`src/rtl/period_detector_pkg.sv`:
```
// Shared widths, thresholds and state encoding for the period/duty detector.
// Samples are unsigned offset-binary; crossings use a hysteresis window about the midpoint.
package period_detector_pkg;

  localparam int AUDIO_BIT_WIDTH = 16;
  localparam int PERIOD_WIDTH    = 12;
  localparam int PERCENT_WIDTH   = 8;
  localparam int LOCK_TOL        = 2;

  typedef logic [PERIOD_WIDTH-1:0]    period_t;
  typedef logic [PERCENT_WIDTH-1:0]   percent_t;
  typedef logic [AUDIO_BIT_WIDTH-1:0] audio_t;

  localparam audio_t MIDPOINT   = audio_t'(1) << (AUDIO_BIT_WIDTH - 1);
  localparam audio_t HYSTERESIS = audio_t'(1) << (AUDIO_BIT_WIDTH - 4);
  localparam audio_t RISE_LEVEL = MIDPOINT + HYSTERESIS;
  localparam audio_t FALL_LEVEL = MIDPOINT - HYSTERESIS;

  // Sum value one below saturation: the next counted sample would saturate.
  localparam period_t SAT_SUM = period_t'((1 << PERIOD_WIDTH) - 2);

  typedef enum logic [1:0] {
    ARM,
    WAIT_RISE,
    HIGH,
    LOW
  } detector_state_t;

endpackage

```
`src/rtl/period_detector_duty_divider.sv`:
```
// Restoring divider: duty = floor(high * 2**PERCENT_WIDTH / period), one quotient bit per clock.
// Loads on i_start when idle, o_done pulses PERCENT_WIDTH+1 clocks after start; i_start ignored while busy.
module period_detector_duty_divider
  import period_detector_pkg::*;
(
  input  logic     i_clk,
  input  logic     i_rst_n,
  input  logic     i_abort,
  input  logic     i_start,
  input  period_t  i_high,
  input  period_t  i_period,
  output logic     o_busy,
  output logic     o_done,
  output period_t  o_period,
  output percent_t o_duty
);

  localparam int CNT_W = $clog2(PERCENT_WIDTH);

  period_t          r_rem;
  period_t          r_div;
  percent_t         r_quot;
  logic [CNT_W-1:0] r_cnt;
  logic             r_busy;
  logic             r_done;
  logic             r_ovf;

  logic [PERIOD_WIDTH:0] w_shift;
  logic [PERIOD_WIDTH:0] w_diff;
  logic                  w_ge;

  // Remainder stays below the divisor, so the shifted value needs one extra bit only.
  assign w_shift = {r_rem, 1'b0};
  assign w_ge    = w_shift >= {1'b0, r_div};
  assign w_diff  = w_shift - {1'b0, r_div};

  always_ff @(posedge i_clk or negedge i_rst_n) begin
    if (!i_rst_n) begin
      r_rem  <= '0;
      r_div  <= '0;
      r_quot <= '0;
      r_cnt  <= '0;
      r_busy <= 1'b0;
      r_done <= 1'b0;
      r_ovf  <= 1'b0;
    end else if (i_abort) begin
      r_rem  <= '0;
      r_div  <= '0;
      r_quot <= '0;
      r_cnt  <= '0;
      r_busy <= 1'b0;
      r_done <= 1'b0;
      r_ovf  <= 1'b0;
    end else begin
      r_done <= 1'b0;
      if (r_busy) begin
        r_rem  <= w_ge ? w_diff[PERIOD_WIDTH-1:0] : w_shift[PERIOD_WIDTH-1:0];
        r_quot <= {r_quot[PERCENT_WIDTH-2:0], w_ge};
        r_cnt  <= r_cnt + CNT_W'(1);
        if (r_cnt == CNT_W'(PERCENT_WIDTH - 1)) begin
          r_busy <= 1'b0;
          r_done <= 1'b1;
        end
      end else if (i_start) begin
        r_rem  <= i_high;
        r_div  <= i_period;
        r_ovf  <= i_high >= i_period;
        r_quot <= '0;
        r_cnt  <= '0;
        r_busy <= 1'b1;
      end
    end
  end

  assign o_busy   = r_busy;
  assign o_done   = r_done;
  assign o_period = r_div;
  assign o_duty   = r_ovf ? '1 : r_quot;

endmodule

```
`src/rtl/period_detector.sv`:
```
// Tracks hysteresis crossings and publishes period/duty PERCENT_WIDTH+2 clocks after each capture.
// No backpressure: captures arriving while the divider is busy are dropped and flagged by overrun.
module period_detector
  import period_detector_pkg::*;
(
  input  logic                       clock_50_000_000,
  input  logic                       reset_l,
  input  logic                       clear,
  input  logic                       sample_valid,
  input  logic [AUDIO_BIT_WIDTH-1:0] sample,
  output logic [PERIOD_WIDTH-1:0]    period,
  output percent_t                   duty_cycle,
  output logic                       measure_valid,
  output logic                       locked,
  output logic                       timeout,
  output logic                       overrun
);

  detector_state_t r_state;
  detector_state_t w_next_state;

  period_t  r_high_cnt;
  period_t  r_low_cnt;
  period_t  r_high_cap;
  period_t  r_period_cap;
  logic     r_start;

  logic     w_rise;
  logic     w_fall;
  logic     w_sat;
  period_t  w_sum;
  logic     w_capture;
  logic     w_timeout;
  logic     w_accept;
  logic     w_overrun;
  logic     w_div_busy;
  logic     w_div_done;
  period_t  w_div_period;
  percent_t w_div_duty;
  period_t  w_delta;
  logic     w_within;

  assign w_rise = sample_valid && (sample >= RISE_LEVEL);
  assign w_fall = sample_valid && (sample <= FALL_LEVEL);
  assign w_sum  = r_high_cnt + r_low_cnt;
  assign w_sat  = sample_valid && (w_sum == SAT_SUM);

  always_ff @(posedge clock_50_000_000 or negedge reset_l) begin
    if (!reset_l) r_state <= ARM;
    else          r_state <= w_next_state;
  end

  always_comb begin
    w_next_state = r_state;
    if (clear) begin
      w_next_state = ARM;
    end else begin
      case (r_state)
        ARM:       if (w_fall) w_next_state = WAIT_RISE;
        WAIT_RISE: if (w_rise) w_next_state = HIGH;
        HIGH: begin
          if (w_sat)       w_next_state = ARM;
          else if (w_fall) w_next_state = LOW;
        end
        LOW: begin
          if (w_rise)     w_next_state = HIGH;
          else if (w_sat) w_next_state = ARM;
        end
        default: w_next_state = ARM;
      endcase
    end
  end

  // A capturing rise in LOW wins over saturation on the same sample.
  always_comb begin
    w_capture = (r_state == LOW) && w_rise;
    w_timeout = ((r_state == HIGH) && w_sat) || ((r_state == LOW) && !w_rise && w_sat);
    w_accept  = w_capture && !(r_start || w_div_busy);
    w_overrun = w_capture && (r_start || w_div_busy);
  end

  always_ff @(posedge clock_50_000_000 or negedge reset_l) begin
    if (!reset_l) begin
      r_high_cnt   <= '0;
      r_low_cnt    <= '0;
      r_high_cap   <= '0;
      r_period_cap <= '0;
      r_start      <= 1'b0;
    end else if (clear) begin
      r_high_cnt   <= '0;
      r_low_cnt    <= '0;
      r_high_cap   <= '0;
      r_period_cap <= '0;
      r_start      <= 1'b0;
    end else begin
      r_start <= w_accept;
      if (w_accept) begin
        r_high_cap   <= r_high_cnt;
        r_period_cap <= w_sum;
      end
      if (w_timeout) begin
        r_high_cnt <= '0;
        r_low_cnt  <= '0;
      end else if (sample_valid) begin
        case (r_state)
          WAIT_RISE: if (w_rise) begin
            r_high_cnt <= period_t'(1);
            r_low_cnt  <= '0;
          end
          HIGH: begin
            if (w_fall) r_low_cnt  <= period_t'(1);
            else        r_high_cnt <= r_high_cnt + period_t'(1);
          end
          LOW: begin
            if (w_rise) begin
              r_high_cnt <= period_t'(1);
              r_low_cnt  <= '0;
            end else begin
              r_low_cnt <= r_low_cnt + period_t'(1);
            end
          end
          default: ;
        endcase
      end
    end
  end

  period_detector_duty_divider u_divider (
    .i_clk    (clock_50_000_000),
    .i_rst_n  (reset_l),
    .i_abort  (clear),
    .i_start  (r_start),
    .i_high   (r_high_cap),
    .i_period (r_period_cap),
    .o_busy   (w_div_busy),
    .o_done   (w_div_done),
    .o_period (w_div_period),
    .o_duty   (w_div_duty)
  );

  assign w_delta  = (w_div_period > period) ? (w_div_period - period) : (period - w_div_period);
  assign w_within = w_delta <= period_t'(LOCK_TOL);

  always_ff @(posedge clock_50_000_000 or negedge reset_l) begin
    if (!reset_l) begin
      period        <= '0;
      duty_cycle    <= '0;
      measure_valid <= 1'b0;
      locked        <= 1'b0;
      timeout       <= 1'b0;
      overrun       <= 1'b0;
    end else if (clear) begin
      period        <= '0;
      duty_cycle    <= '0;
      measure_valid <= 1'b0;
      locked        <= 1'b0;
      timeout       <= 1'b0;
      overrun       <= 1'b0;
    end else begin
      measure_valid <= w_div_done;
      timeout       <= w_timeout;
      overrun       <= w_overrun;
      if (w_div_done) begin
        period     <= w_div_period;
        duty_cycle <= w_div_duty;
        locked     <= w_within;
      end
      if (w_timeout) locked <= 1'b0;
    end
  end

endmodule

```
`config.mk`:
```
export PLATFORM = sky130hd
export DESIGN_NAME = period_detector
export DESIGN_NICKNAME = d
export VERILOG_FILES = /design/src/rtl/period_detector_pkg.sv /design/src/rtl/period_detector_duty_divider.sv /design/src/rtl/period_detector.sv
export SDC_FILE = /design/constraint.sdc
export NUM_CORES = 1
export LEC_CHECK = 0
export CORE_ASPECT_RATIO = 1.4
export CORE_UTILIZATION = 55
export CTS_CLUSTER_SIZE = 28
export DETAILED_ROUTE_END_ITERATION = 12
export PLACE_DENSITY_LB_ADDON = 0.3
export SYNTH_ARGS = -nofsm -noshare
export SYNTH_HDL_FRONTEND = slang
export SYNTH_SLANG_ARGS = --single-unit
```
`constraint.sdc`:
```
create_clock -name clock_50_000_000 -period 4.35 [get_ports clock_50_000_000]
set_input_delay 0.6525 -clock clock_50_000_000 [delete_from_list [all_inputs] [get_ports clock_50_000_000]]
set_output_delay 0.6525 -clock clock_50_000_000 [all_outputs]
set_load 0.1 [all_outputs]
```
==> impl_results.md <==
* Primary FF master, synth: dfrtp_1
* Vias in the first global route at 6324
* Startpoint Class: flip-flop
* Fill count at 1144
* DR pass1 iterations at 5
* Layout cell share with drive strength beyond 1 at between 8 and 9%
* Total negative setup slack at 0 ns
* Maximum fanout along the worst path at 15
* Worst-path clk slew at 0.05 ns
* Yosys warnings at 0
* Hpwl dp at between 10000 and 15000 um
* RSZ-0062 raised after global routing: false
* Kind of critical path: reg -> reg
* Status: finished clean
* R2r startpoint: r_high_cnt[0]
* Hold Vio Cnt, Final at 0
* Final Net Count at between 900 and 1000
* Total GRT Usage at around 27%
* CTS Sinks at approximately 110
* Layout area overhead at 15.4%
* Clock Tree Buf Depth at 2
* Endpoint class of the critical path: flip-flop
* Post-synthesis sequential area ratio at between 30% and 40%
* CTS tree: built
* Cell area after synthesis at a little under 8000 um2
* Peak VDD IR at about 0.21 mV
* Fin crit share at 79.5%
* Synth Net Count at 937
* Number of max-cap violations at 0
* Setup WS pre-CTS at between 0.9 and 1 ns
* Leakage power at approximately 4.0 nW
* Number of port buffers at between 40 and 50
* Worst R2R Path Depth at 12
* Starting density of the core at 56.0%
* Hold WC Path Type: in -> async
* Initial DRC Count at between 200 and 300
* R2r setup slk at slightly below 0.9 ns
* Worst-Skew Late Latency at about 0.42 ns
* Detail Route Antenna Nets at 0
* Num CTS Buffers at 17
* Fmax at roughly 290 MHz
* Setup ws final at around 0.89 ns
* DRT Wirelength at 18800 um
* Die Wd at roughly 100 um
* Cell Pwr Density at about 300 nW/um2
* Mean Syn Cell Area at roughly 9.1 um2
* Total core area at 13800 um2
* Largest net degree at the start of global routing at 62
* Grt ovf at 0
* Crit path time final at 3.46 ns
* Global placement routability congestion at between 0.9 and 1
* Ports at 44
* EDFF count, synth at 0
* Max H-tree Level at 4
* # setup viols final at 0
* First-pass GRT wire length at between 30000 and 40000 um
* Post-CTS Setup Inserts at 0
* Slew margin rel. at between 20% and 30%
* Data required time of the critical path at around 4.6 ns
* Via density at between 5 and 6
* Cell Rows at slightly above 50
* Mapped Cells at roughly 850
* Arrival @ worst endpoint at 3.75 ns
* Post-CTS sizing at 0
* Clock skew at 0.00878 ns
* Initial antenna violation count at 0
* Synth Register Bits at 113
* Drt drc at 0
* R2r endpoint: r_high_cnt[10]
* Netlist cell types at 82
* Antenna cells at 0
* Die H at roughly 140 um
* Worst Tran Pin Value at around 1.1 ns
* Cts hold-fix bufs at 0
* Die ar. at 14600 um2
* Final Slew Violations at 0
* Ys async rst share at 100%
* Root buffer cell: clkbuf_16
* Via total after detailed routing at approximately 6500
* Avg WL per Cell at 17.4 um
## cell usage after synthesis, types with 4 or more instances
library cell	n	area, um2
a31oi_1	7	43.8
o21a_1	6	45.0
nand4_1	6	37.5
nor2b_1	22	138
nand2_1	68	255
o21ai_0	33	165
buf_1	6	22.5
o2bb2a_1	5	50.1
nand3_1	19	95.1
o21bai_1	7	52.6
a21o_1	15	113
o211ai_1	9	67.6
or3_1	4	25.0
clkbuf_1	25	93.8
dfrtp_1	113	2830
fa_1	4	80.1
and2_1	7	43.8
inv_1	57	214
a22o_1	27	236
buf_2	6	30.0
nor2_1	82	308
a2111oi_0	4	35.0
and3_1	8	50.1
xor2_1	9	78.8
mux2i_1	24	240
ha_1	62	776
o31ai_2	5	62.6
or2_2	5	31.3
a22oi_1	5	37.5
xnor2_1	13	114
nor3_1	17	85.1
a21oi_1	52	260
o31ai_1	8	60.1
a211oi_1	33	248
nand2b_1	10	62.6
nor3b_1	7	52.6
## cells by family after synthesis
family / after synthesis / synth area share [%]
compound gates: 256 / 24.2
xor+xnor: 24 / 2.90
fa+ha+maj: 66 / 11.0
buf+inv: 97 / 4.95
flops: 113 / 36.5
mux: 25 / 3.24
simple gates: 270 / 17.2
## routing by layer
metal	vias to the layer above	GRT usage, %	wire [um]
met5	-	0	0
met3	48	5.40	608
met4	0	13.7	661
li1	3152	-	-
met1	3111	30.5	7590
met2	141	48.4	9900
## worst max-delay path by stage
stage	startpoint	endpoint	slack (ns)	depth (start not counted)
2_1_floorplan	period[1]	locked	0.98	10
3_3_place_gp	r_high_cnt[0]	r_high_cnt[10]	1.01	12
3_5_place_dp	r_high_cnt[0]	r_high_cnt[10]	0.91	12
4_1_cts	r_high_cnt[0]	r_high_cnt[10]	0.92	12
5_1_grt	r_high_cnt[0]	r_high_cnt[4]	0.69	12
6_report	r_high_cnt[0]	r_high_cnt[10]	0.89	12
## metrics by stage
stage               cells  hold WS [ns]  instance area, um2  power [mW]  util, %
global route         1081         0.322                8950        2.71     64.6
finish               1081         0.267                8950        2.64     64.6
detailed placement   1050         0.514                8330        1.20     60.2
global placement     1050         0.506                8330        1.20     60.2
floorplan             851         0.357                7760        1.14        -
CTS                  1081         0.284                8950        2.66     64.6
## worst max-delay path, stage by stage (launching register included)
cell	delay (ns)
dfrtp_1	0.47
ha_1	0.25
inv_1	0.07
fa_1	0.44
nor2b_4	0.18
o2111ai_2	0.12
a31oi_1	0.25
o21ai_2	0.11
xor2_2	0.21
and4bb_4	0.28
a21oi_2	0.48
or2_1	0.37
o31ai_2	0.10
## cell usage in the layout (no fill, tap or decap), drive strengths merged, types with 5 or more instances in the layout
cell type,n
dfrtp,113
nor2,82
nand2,68
ha,62
inv,57
a21oi,55
clkdlybuf4s50,41
o21ai,38
a211oi,35
a22o,27
mux2i,24
nor2b,23
clkbuf,21
nand3,19
nor3,18
a21o,15
xnor2,14
buf,13
o31ai,13
nand2b,11
xor2,10
o211ai,10
and3,8
a31oi,8
and2,7
o21bai,7
nor3b,7
o21a,6
nand4,6
or2,6
o2bb2a,5
a22oi,5
a2111oi,5
## layout make-up
cell class                 instances  area [um2]  area share [%]
clock buffer                      21         460            5.14
clock inverter                    10         159            1.78
inverter                          57         214            2.39
multi-input combinational        641        4550            50.9
sequential                       113        2830            31.6
tap                              185         231            2.59
timing repair buffer              54         505            5.65
## sequential cells by signal, indices dropped and copies added, names as in the netlist, 12 cells and up
register,cells
r_high_cap,12
r_low_cnt,12
period,12
u_divider.o_period,12
r_high_cnt,12
u_divider.r_rem,12
r_period_cap,12
## where the power goes
group	internal (mW)	total [mW]	switching, mW	leakage, nW
Combinational	0.0401	0.111	0.0708	2.11
Clock	0.981	1.46	0.480	0.299
Sequential	1.06	1.07	0.0127	1.58
(Power assumes the default switching activity.)
